**src/rtl/pll_dda_ctrl.sv**
```systemverilog
// -----------------------------------------------------------------------------
// pll_dda_ctrl
//
// Controller for the dynamic delay adjust (DDA) port of an EHXPLLC PLL whose
// DELAY_CNTL attribute is set to "DYNAMIC". Fabric logic requests a signed
// phase step. The controller encodes it onto DDAMODE/DDAIZR/DDAILAG/DDAIDEL,
// holds the new code for SETTLE_CYC cycles, then waits for the PLL LOCK to be
// stable for LOCK_STABLE consecutive cycles before reporting completion.
//
// Ports
//   CLKI        in   controller clock (PLL reference clock domain)
//   RST         in   asynchronous active-high reset
//   REQ_VALID   in   step request valid
//   REQ_STEP    in   [4:0] signed step request, legal range -8..+8
//   REQ_READY   out  controller can accept a request (IDLE only)
//   LOCK        in   PLL LOCK, asynchronous to CLKI
//   DDAMODE     out  to PLL DDAMODE (always 1 once running)
//   DDAIZR      out  to PLL DDAIZR (1 = zero step)
//   DDAILAG     out  to PLL DDAILAG (1 = negative step)
//   DDAIDEL     out  [2:0] to PLL DDAIDEL2..0 (|step| - 1)
//   CUR_STEP    out  [4:0] signed step currently applied
//   BUSY        out  high whenever the FSM is not IDLE
//   DONE        out  one-cycle pulse: request completed, lock regained
//   ERR_RANGE   out  one-cycle pulse: request rejected as out of range
//   ERR_TIMEOUT out  one-cycle pulse: lock not regained in time
//   LOCK_LOST   out  one-cycle pulse: synchronised LOCK fell while IDLE
// -----------------------------------------------------------------------------
module pll_dda_ctrl #(
  parameter int SETTLE_CYC   = 4,
  parameter int LOCK_STABLE  = 8,
  parameter int LOCK_TIMEOUT = 1024
) (
  input  logic       CLKI,
  input  logic       RST,
  input  logic       REQ_VALID,
  input  logic [4:0] REQ_STEP,
  output logic       REQ_READY,
  input  logic       LOCK,
  output logic       DDAMODE,
  output logic       DDAIZR,
  output logic       DDAILAG,
  output logic [2:0] DDAIDEL,
  output logic [4:0] CUR_STEP,
  output logic       BUSY,
  output logic       DONE,
  output logic       ERR_RANGE,
  output logic       ERR_TIMEOUT,
  output logic       LOCK_LOST
);

  localparam int SW  = $clog2(SETTLE_CYC + 1);
  localparam int STW = $clog2(LOCK_STABLE + 1);
  localparam int TW  = $clog2(LOCK_TIMEOUT + 1);

  localparam logic [SW-1:0]  SETTLE_LAST = SW'(SETTLE_CYC - 1);
  localparam logic [SW-1:0]  SETTLE_MAX  = SW'(SETTLE_CYC);
  localparam logic [STW-1:0] STABLE_MAX  = STW'(LOCK_STABLE);
  localparam logic [TW-1:0]  TIMEOUT_MAX = TW'(LOCK_TIMEOUT);

  typedef enum logic [1:0] {
    IDLE      = 2'd0,
    SETTLE    = 2'd1,
    WAIT_LOCK = 2'd2
  } state_t;

  state_t state_q, state_d;

  // LOCK synchroniser plus one history flop for falling-edge detection.
  logic sync1_q, sync1_d;
  logic lock_s_q, lock_s_d;
  logic lock_prev_q, lock_prev_d;

  logic [SW-1:0]  settle_q, settle_d;
  logic [STW-1:0] stable_q, stable_d;
  logic [TW-1:0]  timeout_q, timeout_d;

  logic       ddamode_q, ddamode_d;
  logic       ddaizr_q, ddaizr_d;
  logic       ddailag_q, ddailag_d;
  logic [2:0] ddaidel_q, ddaidel_d;
  logic [4:0] cur_step_q, cur_step_d;

  logic ready_q, ready_d;
  logic busy_q, busy_d;
  logic done_q, done_d;
  logic err_range_q, err_range_d;
  logic err_timeout_q, err_timeout_d;
  logic lock_lost_q, lock_lost_d;

  // Request decode -----------------------------------------------------------
  logic       accept;
  logic       out_of_range;
  logic [4:0] step_mag;
  logic [2:0] step_idel;

  assign accept = REQ_VALID & ready_q;

  // Illegal codes: +9..+15 are 0_1xxx with a nonzero low field, and
  // -16..-9 are exactly the 1_0xxx codes. -8 (1_1000) and +8 (0_1000) pass.
  assign out_of_range = (~REQ_STEP[4] & REQ_STEP[3] & (|REQ_STEP[2:0])) |
                        (REQ_STEP[4] & ~REQ_STEP[3]);

  assign step_mag  = REQ_STEP[4] ? (~REQ_STEP + 5'd1) : REQ_STEP;
  // |s| = 8 gives low field 000, which wraps to 111 as required.
  assign step_idel = step_mag[2:0] - 3'd1;

  // Next-state / output logic -----------------------------------------------
  always_comb begin
    state_d       = state_q;
    sync1_d       = LOCK;
    lock_s_d      = sync1_q;
    lock_prev_d   = lock_s_q;
    settle_d      = settle_q;
    stable_d      = stable_q;
    timeout_d     = timeout_q;
    ddamode_d     = 1'b1;
    ddaizr_d      = ddaizr_q;
    ddailag_d     = ddailag_q;
    ddaidel_d     = ddaidel_q;
    cur_step_d    = cur_step_q;
    done_d        = 1'b0;
    err_range_d   = 1'b0;
    err_timeout_d = 1'b0;
    lock_lost_d   = 1'b0;

    case (state_q)
      IDLE: begin
        lock_lost_d = lock_prev_q & ~lock_s_q;
        if (accept) begin
          if (out_of_range) begin
            err_range_d = 1'b1;
          end else if (REQ_STEP == cur_step_q) begin
            // Already applied: nothing to reprogram, complete immediately.
            done_d = 1'b1;
          end else begin
            cur_step_d = REQ_STEP;
            settle_d   = '0;
            state_d    = SETTLE;
            if (REQ_STEP == 5'd0) begin
              ddaizr_d  = 1'b1;
              ddailag_d = 1'b0;
              ddaidel_d = 3'd0;
            end else begin
              ddaizr_d  = 1'b0;
              ddailag_d = REQ_STEP[4];
              ddaidel_d = step_idel;
            end
          end
        end
      end

      SETTLE: begin
        if (settle_q != SETTLE_MAX) begin
          settle_d = settle_q + 1'b1;
        end
        if (settle_q >= SETTLE_LAST) begin
          stable_d  = '0;
          timeout_d = '0;
          state_d   = WAIT_LOCK;
        end
      end

      WAIT_LOCK: begin
        // Decisions use the registered counts so that the stable and timeout
        // paths have identical latency from the start of WAIT_LOCK.
        if (lock_s_q) begin
          if (stable_q != STABLE_MAX) begin
            stable_d = stable_q + 1'b1;
          end
        end else begin
          stable_d = '0;
        end
        if (timeout_q != TIMEOUT_MAX) begin
          timeout_d = timeout_q + 1'b1;
        end
        if (stable_q >= STABLE_MAX) begin
          done_d  = 1'b1;
          state_d = IDLE;
        end else if (timeout_q >= TIMEOUT_MAX) begin
          err_timeout_d = 1'b1;
          state_d       = IDLE;
        end
      end

      default: begin
        state_d = IDLE;
      end
    endcase

    ready_d = (state_d == IDLE);
    busy_d  = (state_d != IDLE);
  end

  // State register -----------------------------------------------------------
  always_ff @(posedge CLKI or posedge RST) begin
    if (RST) begin
      state_q       <= IDLE;
      sync1_q       <= 1'b0;
      lock_s_q      <= 1'b0;
      lock_prev_q   <= 1'b0;
      settle_q      <= '0;
      stable_q      <= '0;
      timeout_q     <= '0;
      ddamode_q     <= 1'b1;
      ddaizr_q      <= 1'b1;
      ddailag_q     <= 1'b0;
      ddaidel_q     <= 3'd0;
      cur_step_q    <= 5'd0;
      ready_q       <= 1'b0;
      busy_q        <= 1'b0;
      done_q        <= 1'b0;
      err_range_q   <= 1'b0;
      err_timeout_q <= 1'b0;
      lock_lost_q   <= 1'b0;
    end else begin
      state_q       <= state_d;
      sync1_q       <= sync1_d;
      lock_s_q      <= lock_s_d;
      lock_prev_q   <= lock_prev_d;
      settle_q      <= settle_d;
      stable_q      <= stable_d;
      timeout_q     <= timeout_d;
      ddamode_q     <= ddamode_d;
      ddaizr_q      <= ddaizr_d;
      ddailag_q     <= ddailag_d;
      ddaidel_q     <= ddaidel_d;
      cur_step_q    <= cur_step_d;
      ready_q       <= ready_d;
      busy_q        <= busy_d;
      done_q        <= done_d;
      err_range_q   <= err_range_d;
      err_timeout_q <= err_timeout_d;
      lock_lost_q   <= lock_lost_d;
    end
  end

  assign REQ_READY   = ready_q;
  assign DDAMODE     = ddamode_q;
  assign DDAIZR      = ddaizr_q;
  assign DDAILAG     = ddailag_q;
  assign DDAIDEL     = ddaidel_q;
  assign CUR_STEP    = cur_step_q;
  assign BUSY        = busy_q;
  assign DONE        = done_q;
  assign ERR_RANGE   = err_range_q;
  assign ERR_TIMEOUT = err_timeout_q;
  assign LOCK_LOST   = lock_lost_q;

endmodule
```
**config.mk**
```make
export PLATFORM = sky130hd
export DESIGN_NAME = pll_dda_ctrl
export DESIGN_NICKNAME = d
export VERILOG_FILES = /design/src/rtl/pll_dda_ctrl.sv
export SDC_FILE = /design/constraint.sdc
export NUM_CORES = 1
export LEC_CHECK = 0
export CAP_MARGIN = 20
export CELL_PAD_IN_SITES_DETAIL_PLACEMENT = 0
export CELL_PAD_IN_SITES_GLOBAL_PLACEMENT = 1
export CORE_ASPECT_RATIO = 1.5
export CORE_UTILIZATION = 35
export CTS_CLUSTER_DIAMETER = 30
export DETAILED_ROUTE_END_ITERATION = 8
export PLACE_DENSITY = 0.69
export RECOVER_POWER = 25
export SYNTH_ARGS = -nofsm -noshare
export SYNTH_HDL_FRONTEND = slang
export SYNTH_SLANG_ARGS = --single-unit
export TNS_END_PERCENT = 30
```
**constraint.sdc**
```tcl
create_clock -name CLKI -period 4.65 [get_ports CLKI]
set_input_delay 0.465 -clock CLKI [delete_from_list [all_inputs] [get_ports CLKI]]
set_output_delay 0.465 -clock CLKI [all_outputs]
set_load 0.1 [all_outputs]
```
* After elaboration in Yosys (flattened, before gate mapping)
Index checks and enable logic that the tools add are counted.
Cells by class: equality and inequality tests 13, $add $sub $neg 5, reductions and logical operators 11, bitwise gates (word level) 12, muxes and demuxes 35, magnitude comparators 3
Operator list (count):
- two-way mux 11 bit | 2
- case mux 11 bit (2 select lines) | 1
- two-way mux 3 bit | 6
- two-way mux 1 bit | 13
- two-way mux 2 bit | 6
- two-way mux 4 bit | 3
- inequality test 2 bit, second input constant | 6
- adder 11 x 1 -> 11 bit, second input constant | 1
- >= comparator 11 bit, second input constant | 1
- inequality test 11 bit, second input constant | 1
- case mux 4 bit (2 select lines) | 1
- adder 3 x 1 -> 3 bit, second input constant | 2
- inequality test 3 bit, second input constant | 2
- case mux 2 bit (3 select lines) | 1
- case mux 3 bit (2 select lines) | 1
- AND reduction 3 bit | 2
- nonzero test 2 bit | 3
- AND 1 bit | 5
- == test 5 bit | 1
- zero test 5 bit | 1
- inverter 1 bit | 5
- AND reduction 5 bit | 1
- adder 4 x 1 -> 4 bit, second input constant | 1
- >= comparator 4 bit, second input constant | 1
- 11 further kinds | 12
Storage, ports and cells: flip-flop bits (word level) 39, logic and storage cells 96, output and inout bits 17

* Logic depth before layout (Yosys ltp)
Gate-level depths: netlist (run 1).
depth in word-level cells 8, depth in mapped cells 9, gate-level depth less buffers 8

* Worst setup path after synthesis (run 1)
No wires, ideal clock.
path kind flip-flop to flip-flop, start reg cur_step_q[2] (netlist: CUR_STEP[2]), end reg cur_step_q[4] (netlist: CUR_STEP[4]), setup time 0.126 ns, arrival 1.886 ns, period minus slack after synthesis 2.012 ns, cell stages (with the launch flop) 5, setup slack 2.638 ns, cells stage by stage dfrtp_1 xnor2_1 nand3_1 o211ai_2 mux2_2
On the way: word-level cells in the longest chain between the ends 3
Ends and longest elaborated chain:
- from (decl) | line 81 | logic [4:0] cur_step_q, cur_step_d;
- from (signal assigned) | line 227 | cur_step_q <= cur_step_d;
- == test 5 bit | line 132 | end else if (REQ_STEP == cur_step_q) begin
- inverter 1 bit (no line)
- AND reduction 4 bit (no line)
Every way passes these cells. A chain may end at the register's enable or synchronous reset.

==> metrics, run 1 <==
largest area contributor in the netlist=dfrtp_1; most instantiated cells after synthesis=dfrtp_1 (38), nand2_1 (21), nor2_1 (16); fraction of registers with async set/reset=100%; Die Span Y=95 µm; violated checks=capacitance limit, slew limit; Syn-to-layout area delta=17.5%; CP max FO=39; Hold Fails Final Rpt=0; share of the synthesized area in the top cell type=47.1%; Initial Util=36.8%; main combinational cell family by area after synthesis=simple AND/OR/NAND/NOR gates; final wirelength=3740 µm; syn_nets=220; WP data required=4.62 ns; largest net degree at the start of global routing=40; share of cells above drive strength 1=8.44%; ranking of synthesized cells by area=dfrtp_1 (47%), ha_1 (6.2%), xor2_1 (4.3%), nand2_1 (3.9%), o21ai_0 (3.7%); Avg Cell Area, Syn=10.0 µm²; post-cts sizing count=0; post-route insts no fill=295; FF+latch area=977 µm²; EDFF count, synth=0; DP Wirelength=2580 µm; clk sinks=39; DRC violations left=0; Post-DRT Antenna Nets=0; status=finished with violations; Max-slew headroom=-43.6%; Post-synth top flop=dfrtp_1; P_leak=1.06 nW; maximum clock rate=0.380 GHz; first-pass GRT wire length=6560 µm; XOR/XNOR Fraction of Synth Area=6.51%; HP Class=register to register; Post-Syn Area=0.00202 mm²; core area=0.00549 mm²; Initial DRT Pass Iterations=4; Setup-failing EPs final=0; power per cell area=575 mW/mm²; post-synth cell types=43; simple logic cell fraction of the synthesized area=17.2%; initial antenna violation count=0; post-synthesis adder-cell area fraction=6.20%; worst skew pair latency=0.29 ns; critical path type=input pin to async pin; clock tree buffer depth=2; DR top layer=met4; warnings from Yosys=0; GPL Wtd Cong=0.749; grt total ovfl=0; hold buffer count at CTS=0; final setup skew=0.00672 ns; register area share after synthesis=48.4%; max-cap violation count=1; CTS clk-pin slew, worst paths=0.08 ns; PortBufs=24; WL met2=1780 µm; Post-CTS Setup Bufs=0; Tcrit/Tclk final=56.6%; CP startpoint kind=input pin; dpl cells=287; met3 wire length=129 µm; Data arrival, critical path=2.60 ns; DIE WIDTH=64 µm; fin nets=243; Synth Area in Compound Gates=12.0%; RSZ-0062 raised after global routing=no; average wire per standard cell=12.7 µm; Peak supply drop=238 µV; full die area=0.00608 mm²; drt via density=4.89; Slew Limit Fails=40; setup tns final=0 ns; count leader, synth=dfrtp_1; initial DRC count=54; H-Tree Level Count=2; Tightest Pin Transition=2.15 ns; Yosys reg bits=39; mux share of post-synthesis cell area=3.22%; multi-input logic area=915 µm²; Syn Inst Count=201; total CTS buffers=5; vias in the first global route=1397; Antenna diodes=0; GRT Util Overall=14.4%; CTS tree=built; Crit. End Element=async pin; Filler cells=541; CTS Root Cell=clkbuf_8; io pins=26; routed via count=1442; FP Rows=33; met1 WL=1740 µm; fin crit period=2.63 ns
[where the power goes]
| part | leakage [nW] | internal, mW | switching [mW] |
|---|---|---|---|
| clock | 0.0412 | 0.105 | 0.124 |
| sequential | 0.502 | 0.427 | 0.0964 |
| combinational | 0.514 | 0.190 | 0.422 |
| total | 1.06 | 0.722 | 0.643 |
[worst max-delay path: stages]
cell	delay, ns
dlygate4sd3_1	0.53
inv_1	0.05
clkbuf_1	1.52
[cells by family after synthesis]
logic type	Yosys count
simple gates	68
flops	39
compound gates	37
buf+inv	25
xor+xnor	15
fa+ha+maj	10
mux	6
other cells	1
[final timing paths]
kind | start | end | slack, ns | cells past startpoint
min in group asynchronous | RST | settle_q[0] | 1.39 | 3
max in group CLKI | DDAIZR | DDAIZR | 2.24 | 1
min reg2reg | lock_s_d | lock_prev_d | 0.35 | 0
max reg2reg | CUR_STEP[0] | DDAILAG | 2.58 | 4
max | RST | BUSY | 2.02 | 3
min | lock_s_d | lock_prev_d | 0.35 | 0
[stage by stage]
step	setup WS, ns	hold WS (ns)	utilization (%)	power, mW	instance area (µm²)
4_1_cts	2.22	0.357	43.3	1.38	2380
3_5_place_dp	1.93	0.338	41.7	1.15	2290
3_3_place_gp	1.97	0.334	41.7	1.15	2290
5_1_grt	1.42	0.364	43.2	1.46	2370
6_report	2.02	0.352	43.2	1.36	2370
2_1_floorplan	2.64	0.331	-	1.02	2020
[sequential cells by signal, summed over array words and instances, names as in the netlist]
register and flops:
timeout_q 11, CUR_STEP 5, stable_q 4, DDAIDEL 3
settle_q 3, state_q 2, BUSY 1, DDAILAG 1
DDAIZR 1, DONE 1, ERR_RANGE 1, ERR_TIMEOUT 1
LOCK_LOST 1, REQ_READY 1, lock_prev_d 1, lock_prev_q 1
lock_s_d 1
[final cells by class]
type / count / share of cell area, %
sequential: 39 / 41.2
multi-input combinational: 137 / 38.6
timing repair buffer: 26 / 10.6
tap: 70 / 3.69
clock buffer: 6 / 3.06
inverter: 15 / 2.37
clock inverter: 2 / 0.527
[routing by layer]
layer  track usage [%]  vias to the layer above
li1                  -                      732
met3              3.38                        8
met2              23.6                       29
met5                 0                        -
met4              6.63                        0
met1              17.7                      673
[cells in the final DEF (no fill, tap or decap), types with 3 or more instances in the layout]
master and instances:
o21ai_0 15, nand2_1 21, nand4_1 4, nor3b_1 3, nor2_1 16, xnor2_1 5
clkdlybuf4s50_1 22, and3_1 3, dfrtp_1 38, a21oi_1 4, nor2b_1 4, o31ai_1 4
xor2_1 10, clkbuf_8 5, mux2_2 4, inv_1 15, ha_1 10, nand3_1 7
(Power assumes the default switching activity.)
==> inputs of run 2 (changes only) <==
--- a/config.mk
+++ b/config.mk
@@ -12,7 +12,7 @@
 export CORE_UTILIZATION = 35
 export CTS_CLUSTER_DIAMETER = 30
 export DETAILED_ROUTE_END_ITERATION = 8
-export PLACE_DENSITY = 0.69
+export PLACE_DENSITY = 0.71
 export RECOVER_POWER = 25
 export SYNTH_ARGS = -nofsm -noshare
 export SYNTH_HDL_FRONTEND = slang
==> constraint.sdc (replaced) <==
create_clock -name CLKI -period 2.2 [get_ports CLKI]
set_input_delay 0.22 -clock CLKI [delete_from_list [all_inputs] [get_ports CLKI]]
set_output_delay 0.22 -clock CLKI [all_outputs]
set_load 0.1 [all_outputs]
==> run 2 against run 1 <==
The run now ends clean. Critical endpoint is now stable_q[1]. Clock skew grew 0.0011 ns. Flip-flop and latch count unchanged. Worst setup slack lost 1.7 ns. Hold slack gained 0.015 ns. First-iteration DRC count is 39% lower. Non-clock buffer count increased by 11. Total power grew 130%. Via count is 3.0% higher. Largest cell class unchanged. Critical path type is now register to register.
==> metrics, run 2 (synthesis gave the netlist of run 1 again) <==
routed via count=1485; average wire per standard cell=13.0 µm; Util after Layout=45.0%; drt via density=4.85; io pins=26; fin crit period=1.90 ns; multi-input logic area=922 µm²; CP max FO=11; Max-slew headroom=34.7%; Post-CTS Setup Bufs=0; DRC violations left=0; share of cells above drive strength 1=20.8%; initial DRC count=33; total CTS buffers=5; max reg flops=11; FP Rows=33; initial antenna violation count=0; WP data required=2.41 ns; H-Tree Level Count=2; HP Class=register to register; worst skew pair latency=0.29 ns; final setup skew=0.00778 ns; CP startpoint kind=register; Crit. End Element=register; first-pass GRT wire length=6820 µm; CTS Root Cell=clkbuf_8; setup tns final=0 ns; FF+latch area=977 µm²; GRT Util Overall=14.8%; GPL Wtd Cong=0.749; Hold Fails Final Rpt=0; max-cap violation count=0; commonest cells after routing, fill and taps aside=dfrtp_1 (38), buf_4 (28), nand2_1 (21); post-route insts no fill=306; Filler cells=566; dpl cells=298; vias in the first global route=1422; Antenna diodes=0; largest net degree at the start of global routing=40; grt total ovfl=0; Syn-to-layout area delta=22.4%; Setup-failing EPs final=0; Post-DRT Antenna Nets=0; post-cts sizing count=0; critical path type=register to register; DIE WIDTH=64 µm; fin nets=254; RSZ-0062 raised after global routing=no; status=finished clean; CTS tree=built; Initial DRT Pass Iterations=3; Data arrival, critical path=2.11 ns; Slew Limit Fails=0; PortBufs=24; clk sinks=39; Die Span Y=95 µm; maximum clock rate=0.527 GHz; commonest non-fill, non-tap cell in the layout=dfrtp_1; full die area=0.00608 mm²; CTS clk-pin slew, worst paths=0.08 ns; hold buffer count at CTS=0; DP Wirelength=2820 µm; core area=0.00549 mm²; power per cell area=1290 mW/mm²; clock tree buffer depth=2; Tcrit/Tclk final=86.2%; Tightest Pin Transition=0.980 ns; P_leak=1.17 nW; final wirelength=3970 µm; Initial Util=36.8%; Largest Register=timeout_q; Peak supply drop=557 µV
run 2: final timing paths:
| kind | slack [ns] | cells past startpoint | endpoint | start |
|---|---|---|---|---|
| max | 0.30 | 8 | stable_q[1] | settle_q[0] |
| min | 0.37 | 0 | lock_prev_d | lock_s_d |
| max reg2reg | 0.30 | 8 | stable_q[1] | settle_q[0] |
| min reg2reg | 0.37 | 0 | lock_prev_d | lock_s_d |
| max in group asynchronous | 0.93 | 3 | stable_q[3] | RST |
| min in group asynchronous | 0.67 | 3 | timeout_q[5] | RST |
run 2: area by class of cell:
type | count | area share (%)
Timing Repair Buffer | 37 | 11.9
Sequential cell | 39 | 39.5
Clock buffer | 6 | 2.94
Multi-Input combinational cell | 137 | 37.3
Clock inverter | 2 | 2.43
Inverter | 15 | 2.28
Tap cell | 70 | 3.54
run 2: power breakdown:
| group | switching [mW] | internal, mW | total, mW |
|---|---|---|---|
| logic | 0.953 | 0.440 | 1.39 |
| registers | 0.166 | 0.903 | 1.07 |
| clock network | 0.265 | 0.454 | 0.719 |
run 2: worst max-delay path, stage by stage, from the launching register on:
cell and delay (ns):
dfrtp_1 0.43, ha_1 0.22, ha_1 0.19, a211oi_2 0.27
nor2b_2 0.14, buf_4 0.20, o22ai_1 0.22, nand2_1 0.07
o21ai_0 0.07
run 2: metal layers:
layer / routed length [µm] / part of all wire, % / vias to the layer above / track usage (%)
met5: 0 / 0 / - / 0
met4: 60 / 1.5 / 0 / 6.25
met3: 112 / 2.8 / 6 / 2.54
met2: 1980 / 50 / 23 / 24.6
met1: 1820 / 46 / 705 / 18.7
li1: - / - / 751 / -
run 2: metrics by stage:
| stage | setup WS, ns | power (mW) | area, µm² | hold slack [ns] |
|---|---|---|---|---|
| floorplan | 0.188 | 2.16 | 2020 | 0.251 |
| global placement | 0.108 | 2.47 | 2330 | 0.333 |
| detailed placement | 0.0986 | 2.48 | 2330 | 0.354 |
| CTS | 0.123 | 3.21 | 2470 | 0.351 |
| global route | 0.101 | 3.39 | 2470 | 0.374 |
| finish | 0.304 | 3.18 | 2470 | 0.367 |
==> inputs of run 3 (changes only) <==
--- a/config.mk
+++ b/config.mk
@@ -12,8 +12,10 @@
 export CORE_UTILIZATION = 35
 export CTS_CLUSTER_DIAMETER = 30
 export DETAILED_ROUTE_END_ITERATION = 8
+export MAX_ROUTING_LAYER = met4
 export PLACE_DENSITY = 0.71
 export RECOVER_POWER = 25
+export SETUP_SLACK_MARGIN = 0.05
 export SYNTH_ARGS = -nofsm -noshare
 export SYNTH_HDL_FRONTEND = slang
 export SYNTH_SLANG_ARGS = --single-unit
==> run 3 against run 2 <==
Utilization is the same. Critical path type unchanged. Register-to-register slack about the same. Clock power about the same. Hold slack is essentially flat. Total power hardly changed. Flip-flop and latch count did not move. Fmax about the same. Die area unchanged. Largest power group unchanged.
==> metrics, run 3 (synthesis gave the netlist of run 1 again) <==
status=finished clean; GPL Wtd Cong=0.758; share of cells above drive strength 1=20.8%; Worst Hold Path Cells=0; Largest Register=timeout_q; setup tns final=0 ns; WP data required=2.41 ns; critical path type=register to register; vias in the first global route=1421; Syn-to-layout area delta=22.4%; Die Span Y=95 µm; clock power share=22.6%; clock tree buffer depth=2; R2R cell count=8; Final Cell Area=0.00247 mm²; R2R Path End=stable_q[1]; commonest non-fill, non-tap cell in the layout=dfrtp_1; P_leak=1.17 nW; CP max FO=11; Peak supply drop=556 µV; hold_sp=lock_s_d; max-cap violation count=0; routed via count=1486; Hold Fails Final Rpt=0; Data arrival, critical path=2.11 ns; Post-DRT Antenna Nets=0; CP startpoint kind=register; Post-CTS Setup Bufs=0; power per cell area=1290 mW/mm²; GRT Util Overall=15.2%; Tcrit/Tclk final=86.1%; CTS Root Cell=clkbuf_8; DRC violations left=0; Antenna diodes=0; Util after Layout=45.0%; PortBufs=24; first-pass GRT wire length=6820 µm; Initial Util=36.8%; worst skew pair latency=0.29 ns; Tightest Pin Transition=0.990 ns; Setup crit end=stable_q[1]; HP Class=register to register; Setup-failing EPs final=0; largest net degree at the start of global routing=40; DP Wirelength=2820 µm; post-cts sizing count=0; CTS clk-pin slew, worst paths=0.08 ns; placed inst area=0.00233 mm²; grt total ovfl=0; final setup skew=0.00769 ns; Crit. End Element=register; io pins=26; drt via density=4.86; final wirelength=3980 µm; DIE WIDTH=64 µm; Sw Ratio=43.5%; total CTS buffers=5; crit path launch=settle_q[0]; Slew Limit Fails=0; CTS tree=built; full die area=0.00608 mm²; RSZ-0062 raised after global routing=no; Reg2Reg Launch Point=settle_q[0]; maximum clock rate=0.528 GHz; Power Internal=1.80 mW; initial antenna violation count=0; P_sw=1.38 mW; clk sinks=39; average wire per standard cell=13.0 µm; FP Rows=33; fin nets=254; fin crit period=1.90 ns; Initial DRT Pass Iterations=3; hold buffer count at CTS=0; share of power burned in registers=33.6%; max reg flops=11; initial DRC count=43; commonest cells after routing, fill and taps aside=dfrtp_1 (38), buf_4 (28), nand2_1 (21); flop2flop setup slack=0.30 ns; Combinational Power Share=43.8%; core area=0.00549 mm²; Max-slew headroom=34.0%; H-Tree Level Count=2
-- run 3: cell counts in the layout (fill, tap and decap cells not counted) --
Identical to the previous run, type by type.
-- run 3: power by group through the flow --
stage	Clock [mW]	Sequential (mW)	Combinational, mW
after floorplan	0	1.54	0.617
after global placement	0	1.08	1.39
after detailed placement	0	1.08	1.40
after CTS	0.738	1.07	1.41
after global routing	0.769	1.09	1.52
final	0.717	1.07	1.39
-- run 3: area by class of cell --
class                           count  area, µm²
Fill cell                         566       3020
Clock buffer                        6       72.6
Timing Repair Buffer               37        295
Sequential cell                    39        977
Inverter                           15       56.3
Clock inverter                      2       60.1
Multi-Input combinational cell    137        922
Tap cell                           70       87.6
-- run 3: routing by layer --
layer	track usage, %	vias to the layer above	routed length, µm
li1	-	751	-
met1	18.8	706	1820
met2	24.6	23	1980
met3	2.54	6	112
met4	6.25	0	60
met5	-	-	0
-- run 3: worst min-delay path by stage --
stage / end
final: lock_prev_d
after global routing: lock_prev_d
after CTS: lock_s_d
after floorplan: lock_s_d
after global placement: lock_prev_d
after detailed placement: lock_prev_d
-- run 3: worst max-delay path: stages (launching register included) --
cell and delay (ns):
dfrtp_1 0.43, ha_1 0.22, ha_1 0.19, a211oi_2 0.27, nor2b_2 0.14, buf_4 0.20
o22ai_1 0.22, nand2_1 0.07, o21ai_0 0.07
-- run 3: through the flow --
step	total power, mW	setup slack (ns)	hold WS, ns	instances
finish	3.18	0.305	0.367	306
global route	3.38	0.101	0.374	306
CTS	3.21	0.123	0.351	306
detailed placement	2.48	0.0986	0.354	298
global placement	2.47	0.108	0.333	298
floorplan	2.16	0.188	0.251	201
